$ cat config.mk
export PLATFORM = sky130hd
export DESIGN_NAME = rr_mux_arbiter
export DESIGN_NICKNAME = d
export VERILOG_FILES = /design/src/rtl/rr_mux_arbiter_pkg.sv /design/src/rtl/rr_mux_arbiter_pick.sv /design/src/rtl/rr_mux_arbiter.sv
export SDC_FILE = /design/constraint.sdc
export NUM_CORES = 1
export LEC_CHECK = 0
export CAP_MARGIN = 15
export CORE_ASPECT_RATIO = 1.1
export CORE_MARGIN = 4
export CORE_UTILIZATION = 40
export CTS_CLUSTER_SIZE = 14
export DETAILED_ROUTE_END_ITERATION = 10
export PLACE_DENSITY = 0.75
export SYNTH_ARGS = -nofsm -noshare
export SYNTH_HDL_FRONTEND = slang
export SYNTH_SLANG_ARGS = --single-unit
$ cat constraint.sdc
create_clock -name clk -period 5.5 [get_ports clk]
set_input_delay 0.55 -clock clk [delete_from_list [all_inputs] [get_ports clk]]
set_output_delay 0.55 -clock clk [all_outputs]
set_load 0.02 [all_outputs]
$ cat src/rtl/rr_mux_arbiter_pkg.sv
// Shared types and helpers for the round-robin mux arbiter.
// Requester count is fixed at 8 because the select is 3 bits wide.
package rr_mux_arbiter_pkg;

  localparam int unsigned N_REQ = 8;
  localparam int unsigned SEL_W = 3;

  typedef enum logic {
    StIdle = 1'b0,
    StBusy = 1'b1
  } state_e;

  function automatic logic [N_REQ-1:0] onehot8(input logic [SEL_W-1:0] idx);
    logic [N_REQ-1:0] vec;
    vec      = '0;
    vec[idx] = 1'b1;
    return vec;
  endfunction

endpackage

$ cat src/rtl/rr_mux_arbiter_pick.sv
// Rotating-priority encoder: first set bit of req searching ptr, ptr+1, ... mod 8.
// Purely combinational.
module rr_pick
  import rr_mux_arbiter_pkg::*;
(
  input  logic [N_REQ-1:0] req,
  input  logic [SEL_W-1:0] ptr,
  output logic             any,
  output logic [SEL_W-1:0] idx
);

  logic [SEL_W-1:0] cand;

  always_comb begin
    any  = 1'b0;
    idx  = '0;
    cand = '0;
    for (int j = 0; j < N_REQ; j++) begin
      cand = ptr + SEL_W'(j);
      if (!any && req[cand]) begin
        any = 1'b1;
        idx = cand;
      end
    end
  end

endmodule

$ cat src/rtl/rr_mux_arbiter.sv
// Round-robin arbiter sharing one 8:1 select datapath among 8 requesters,
// presenting the captured word on a valid/ready handshake with a one-cycle grant.
module rr_mux_arbiter
  import rr_mux_arbiter_pkg::*;
#(
  parameter int unsigned DATA_W = 8
) (
  input  logic                    clk,
  input  logic                    rst_n,
  input  logic [N_REQ-1:0]        req,
  input  logic [N_REQ*DATA_W-1:0] din,
  output logic [SEL_W-1:0]        sel,
  output logic                    out_valid,
  input  logic                    out_ready,
  output logic [DATA_W-1:0]       out_data,
  output logic [N_REQ-1:0]        gnt,
  output logic                    busy
);

  state_e            state_q, state_d;
  logic [SEL_W-1:0]  sel_q, sel_d;
  logic [SEL_W-1:0]  ptr_q, ptr_d;
  logic [DATA_W-1:0] data_q, data_d;
  logic              valid_q, valid_d;

  logic              handshake;
  logic [N_REQ-1:0]  pick_req;
  logic [SEL_W-1:0]  pick_ptr;
  logic              pick_any;
  logic [SEL_W-1:0]  pick_idx;
  logic [DATA_W-1:0] pick_data;

  assign handshake = valid_q & out_ready;
  assign gnt       = onehot8(sel_q) & {N_REQ{handshake}};

  // In BUSY the search always starts just past the current winner and excludes it,
  // so a winner still holding req cannot be re-selected back to back.
  always_comb begin
    pick_req = req;
    pick_ptr = ptr_q;
    if (state_q == StBusy) begin
      pick_req = req & ~gnt;
      pick_ptr = sel_q + SEL_W'(1);
    end
  end

  rr_pick u_pick (
    .req (pick_req),
    .ptr (pick_ptr),
    .any (pick_any),
    .idx (pick_idx)
  );

  always_comb begin
    pick_data = '0;
    for (int i = 0; i < N_REQ; i++) begin
      if (pick_idx == SEL_W'(i)) begin
        pick_data = din[i*DATA_W +: DATA_W];
      end
    end
  end

  always_comb begin
    state_d = state_q;
    sel_d   = sel_q;
    ptr_d   = ptr_q;
    data_d  = data_q;
    valid_d = valid_q;
    unique case (state_q)
      StIdle: begin
        if (pick_any) begin
          sel_d   = pick_idx;
          data_d  = pick_data;
          valid_d = 1'b1;
          state_d = StBusy;
        end
      end
      StBusy: begin
        if (handshake) begin
          ptr_d = sel_q + SEL_W'(1);
          if (pick_any) begin
            sel_d  = pick_idx;
            data_d = pick_data;
          end else begin
            valid_d = 1'b0;
            state_d = StIdle;
          end
        end
      end
      default: begin
        state_d = StIdle;
        valid_d = 1'b0;
      end
    endcase
  end

  always_ff @(posedge clk or negedge rst_n) begin
    if (!rst_n) begin
      state_q <= StIdle;
      sel_q   <= '0;
      ptr_q   <= '0;
      data_q  <= '0;
      valid_q <= 1'b0;
    end else begin
      state_q <= state_d;
      sel_q   <= sel_d;
      ptr_q   <= ptr_d;
      data_q  <= data_d;
      valid_q <= valid_d;
    end
  end

  assign sel       = sel_q;
  assign out_data  = data_q;
  assign out_valid = valid_q;
  assign busy      = (state_q == StBusy);

endmodule

==> metrics.csv, run 1 <==
stage;metric;value;unit
routing;met3 WL post-DR;743;um
synthesis;most common cell in the netlist;nand2_1;
routing;routed wire length;8680;um
global_route;first-pass GRT wire length;13500;um
min_path;Tightest Hold Check Type;reg -> reg;
sta;Final min period;4.98;ns
synthesis;Netlist cell types;63;
cts;TritonCTS clock tree;built;
cells_and_area;area grow syn2layout;43.3;%
worst_setup_path;CP max FO;22;
sta;fin crit share;0.905;
synthesis;Top FF cell, synth;dfrtp_1;
floorplan;width of the chip;82.2;um
routing;met2 WL post-DR;4250;um
cts;hold buffers post-CTS;0;
outcome;status;finished clean;
placed_design;Final GP Congestion;0.951;
placed_design;input/output buffers;95;
run;Max Cap Viol;0;
synthesis;Post-synth EDFFs;0;
cts;later-pin clock latency in the skew report;0.25;ns
synthesis;Syn Inst Count;328;
floorplan;core area;0.00584;sq mm
global_route;largest net degree at the start of global routing;23;
global_route;Total Routing Usage GR;0.232;
routing;Max Used Layer;met4;
synthesis;FF+latch count, synth;16;
sta;worst setup margin;0.521;ns
routing;1st-iter DRT viols;239;
sta;Fmax achieved;201;MHz
cts;Reg clk slew, reported paths;0.07;ns
global_route;total grt overflow;0;
cells_and_area;fillers;527;
floorplan;initial core utilization;0.415;
cts;CTS H-tree depth;1;
cts;post-cts gate resize count;0;
synthesis;post-synthesis cell area;0.00242;sq mm
placed_design;pre-CTS WS;0.575;ns
cells_and_area;layout cells sized above 1;0.113;
routing;drt via density;6.22;
sta;Slew Viols, Final;0;
synthesis;Synth top cells by count;nand2_1 (38), nand3_1 (28), o21ai_0 (25), nor2_1 (21), a21oi_1 (17);
worst_setup_path;worst path required time;5.63;ns
synthesis;Yosys top cell by area;dfrtp_1;
sta;final setup skew;0.00445;ns
cells_and_area;Ant. Diodes;0;
cts;CTS max path bufs;2;
routing;vias;3062;
worst_setup_path;crit path capture type;flip-flop;
routing;number of iterations in the first detailed-routing pass;5;
sta;RSZ-0062 raised after global routing;false;
synthesis;Mapped Nets;407;
sta;post-route setup TNS;0;ns
sta;Final setup viols;0;
routing;# DRC;0;
synthesis;top post-synthesis cells by area;dfrtp_1 (17%), mux2_2 (7.4%), nand2_1 (5.9%);
sta;Tightest Pin Transition;0.828;ns
global_route;initial antenna violation count;0;
cts;clk sinks;16;
floorplan;I/O pin count;96;
placed_design;Post-DP Area;0.00342;sq mm
synthesis;Ys Warns;0;
routing;M1 WL;3370;um
floorplan;die area;0.00737;sq mm
worst_setup_path;arrival time at the worst endpoint;5.11;ns
synthesis;share of the synthesized area in the top cell type;0.165;
placed_design;Inst Count DP;488;
worst_setup_path;CP Class;reg -> reg;
global_route;vias in the first global route;2904;
synthesis;Synth Area per Inst;7.39;sq um
sta;relative slew slack;0.445;
synthesis;Synth async-reset ratio;1.00;
cells_and_area;Finished Cell Area;0.00347;sq mm
worst_setup_path;critical path startpoint category;flip-flop;
cts;setup bufs post-CTS;0;
cells_and_area;fin cells;492;
cts;TritonCTS Buffers;3;
floorplan;Die Y;89.6;um
routing;routed length per instance;17.6;um
cells_and_area;multi-input combinational cell area;0.00188;sq mm
placed_design;hpwl dp;6970;um
sta;Final Hold Viols;0;
cells_and_area;register area;400;sq um
cells_and_area;Final nets;495;
routing;antenna viol nets, final;0;
cts;Root Driver;clkbuf_8;
synthesis;sequential-to-total area share from yosys stat;0.165;
floorplan;Site Rows;29;
==> path summary, 6_finish.rpt <==
path,end,cells after the start,slack [ns],from
worst max-delay path,out_data[7],13,0.52,sel[0]
worst min-delay path,out_data[3],2,0.50,out_data[3]
worst max register to register,out_data[7],13,0.52,sel[0]
worst min register to register,out_data[3],2,0.50,out_data[3]
max in group asynchronous,out_data[5],1,4.31,rst_n
min in group asynchronous,out_valid,1,0.73,rst_n
==> routing by layer <==
metal  GRT usage  vias to the layer above
met5           0                        -
met3      0.0449                       35
li1            -                     1448
met1       0.278                     1402
met2       0.399                      177
met4       0.101                        0
==> area by class of cell <==
cell class,instances,area share
Tap cell,77,0.0277
Timing Repair Buffer,102,0.289
Clock buffer,4,0.0159
Sequential cell,16,0.115
Multi-Input combinational cell,284,0.542
Inverter,9,0.00973
==> metrics by stage <==
| step | hold slack (ns) | util |
|---|---|---|
| final | 0.502 | 0.594 |
| after global routing | 0.544 | 0.594 |
| after CTS | 0.502 | 0.594 |
| after floorplan | 0.254 | - |
| after detailed placement | 0.485 | 0.585 |
| after global placement | 0.476 | 0.585 |
==> state kept, by name, indices dropped and copies added (netlist names) <==
register,count
busy,1
out_data,8
out_valid,1
ptr_q,3
sel,3
==> layout by cell type (no fill, tap or decap), types with 3 or more instances in the layout <==
cell / count
o31ai_1: 3
and3_1: 5
clkbuf_8: 4
a31oi_1: 4
o21ai_0: 25
a211oi_1: 7
or2_2: 3
nor3_1: 9
nand3_1: 28
nor2_1: 21
nand2_2: 3
o31a_1: 5
a21oi_1: 17
o22ai_1: 11
clkdlybuf4s50_1: 95
mux2_2: 16
nand2_1: 38
xor2_1: 4
o211ai_1: 7
dfrtp_1: 16
and2_1: 5
a311o_1: 5
inv_1: 9
buf_4: 7
nor2b_1: 3
a221oi_1: 10
mux2i_1: 3
ha_1: 4
nand2b_1: 6
==> cell families (layout without fill, tap and decap cells) <==
kind of cell             Yosys count  in the layout  share of synthesized area
AND/OR/NAND/NOR                  134            134                      0.275
XOR/XNOR                           5              5                     0.0181
flip-flops                        16             16                      0.165
AO/OA/AOI/OAI                    119            119                      0.349
buffers and inverters             28            115                     0.0578
adder cells (fa/ha/maj)            4              4                     0.0207
multiplexers                      22             22                      0.115
==> worst max-delay path, stage by stage (launching register included) <==
cell	delay (ns)
dfrtp_1	0.49
ha_1	0.38
mux2i_4	0.32
ha_1	0.38
xor2_1	0.19
or3b_2	0.46
o2111ai_1	0.25
o2111ai_1	0.36
nor4_1	0.56
nand3_1	0.34
nand2_2	0.46
mux2_2	0.39
o22ai_1	0.17
o31ai_1	0.10
Power of run 1 is not shown: default switching activity piles up to over one toggle a cycle in this logic, so the estimate is an artifact.
==> run 2: changes to the inputs <==
Settings changed: HOLD_SLACK_MARGIN from default to 0.08.
==> results of run 2 <==
The final DEF is identical to that of run 1; final timing and power are the same.
Power of run 2 is left out for the same reason.
==> edit: new RTL, settings of run 2 <==
`data_q` no longer has a reset.
--- a/src/rtl/rr_mux_arbiter.sv
+++ b/src/rtl/rr_mux_arbiter.sv
@@ -99,15 +99,17 @@
       state_q <= StIdle;
       sel_q   <= '0;
       ptr_q   <= '0;
-      data_q  <= '0;
       valid_q <= 1'b0;
     end else begin
       state_q <= state_d;
       sel_q   <= sel_d;
       ptr_q   <= ptr_d;
-      data_q  <= data_d;
       valid_q <= valid_d;
     end
+  end
+
+  always_ff @(posedge clk) begin
+    data_q <= data_d;
   end
 
   assign sel       = sel_q;
Function: changed (a bounded check fails within 4 cycles, from zero or initial values and one cycle with rst_n low).
==> edit against run 2 <==
- sequential cell count stayed put
- hold slack better by 29 ps
- design area is 11% higher
- worst setup slack better by 91 ps
- critical path type unchanged
- first-iteration DRC count is 12% higher
- wire length is 0.50% higher
- via count is 2.3% higher
- area after synthesis is 14% higher
Power is not shown: default switching activity piles up to over one toggle a cycle in this logic, so the estimate is an artifact.
==> edit: results (changes against run 2) <==
* Worst setup startpoint: sel[1]
* EDFF count, synth at 8 (+8)
* CP max-delay cell: dfrtp_1
* GP Congestion at 0.927 (-2.5%)
* 1st-iter DRT viols at 267 (+12%)
* # Post-CTS Setup Buffers at 0 (unchanged)
* Final nets at 497 (+0.40%)
* Top post-synthesis cells by area: edfxtp_1 (8.7%), mux2_2 (7.7%), dfrtp_1 (7.2%)
* Global-route wire length before repair at 13600 um (+1.1%)
* Max FO, Critical Path at 15 (-32%)
* Outcome: finished clean
* Crit-path leading delay family: compound AO/OA/AOI/OAI gates
* Dpl cells at 494 (+1.2%)
* Share of synthesized flip-flops with an asynchronous set or reset at 0.500 (-0.500)
* Maximum number of pins on one net before global-route repair at 24 (+4.3%)
* R2R setup slack at 610 ps (+90 ps)
* Proportion of layout cells with a drive suffix above 1 at 0.173 (+0.0594)
* Clock Skew at 7.02 ps (+2.57 ps)
* Yosys cell types at 66 (+4.8%)
* Via count at 3131 (+2.3%)
* Sequential share of the synthesized area at 0.159 (-0.00571)
* Worst relative slew slack at 0.563 (+0.118)
* Vias in the first global route at 2883 (-0.72%)
* Overall Global Routing Usage at 0.200 (-0.0322)
* Synth cell count leaders: nand3_1 (25), nand2_1 (23), mux2_2 (19)
* Post-Route WL at 8720 um (+0.50%)
* Critical path arrival at 4890 ps (-220 ps)
* Fill cell count at 574 (+8.9%)
* Placed Area at 3790 um^2 (+11%)
* Syn Area/Cell at 8.37 um^2 (+13%)
* Worst setup path endpoint: out_data[0]
-- edit: per-stage QoR --
| step | setup WS, ps | utilization | hold WS, ps |
|---|---|---|---|
| floorplan | 872 | - | 254 |
| global placement | 826 | 0.571 | 504 |
| detailed placement | 676 | 0.571 | 515 |
| CTS | 646 | 0.578 | 532 |
| global route | 241 | 0.579 | 580 |
| finish | 612 | 0.579 | 531 |
-- edit: routing by layer --
metal / part of all wire / track usage
met4: 0.010 / 0.0345
met2: 0.49 / 0.346
met3: 0.064 / 0.0164
met5: 0 / 0
met1: 0.44 / 0.273
-- edit: kinds of logic after synthesis --
family                   Yosys count  synth area share
flip-flops                        16             0.159
multiplexers                      28             0.133
adder cells (fa/ha/maj)            4            0.0181
AND/OR/NAND/NOR                  105             0.200
buffers and inverters             40            0.0634
AO/OA/AOI/OAI                    133             0.411
XOR/XNOR                           4            0.0154
-- edit: how the worst min path moves through the flow --
stage          startpoint       end  depth (start not counted)
2_1_floorplan       rst_n      busy                          0
3_3_place_gp     ptr_q[2]  ptr_q[2]                          2
3_5_place_dp     ptr_q[2]  ptr_q[2]                          2
4_1_cts          ptr_q[2]  ptr_q[2]                          2
5_1_grt          ptr_q[2]  ptr_q[2]                          2
6_report         ptr_q[2]  ptr_q[2]                          2
-- edit: final cells by class --
class / count / area, um^2 / share of cell area
clock buffer: 3 / 41.3 / 0.0108
clock inverter: 1 / 3.75 / 0.000978
inverter: 17 / 66.3 / 0.0173
multi-input combinational: 274 / 2150 / 0.560
sequential: 16 / 440 / 0.115
tap: 82 / 103 / 0.0267
timing repair buffer: 106 / 1030 / 0.269
-- edit: worst register-to-register path: stages (launching register included) --
cell      delay [ps]
dfrtp_1          560
ha_1             340
mux2i_4          330
inv_1            120
ha_1             260
a211oi_1         280
nor2_1           200
o211ai_1         340
nand2_1          250
or3_1            430
a32o_1           330
a21oi_2          270
buf_4            270
mux2_2           380
o221a_2          280
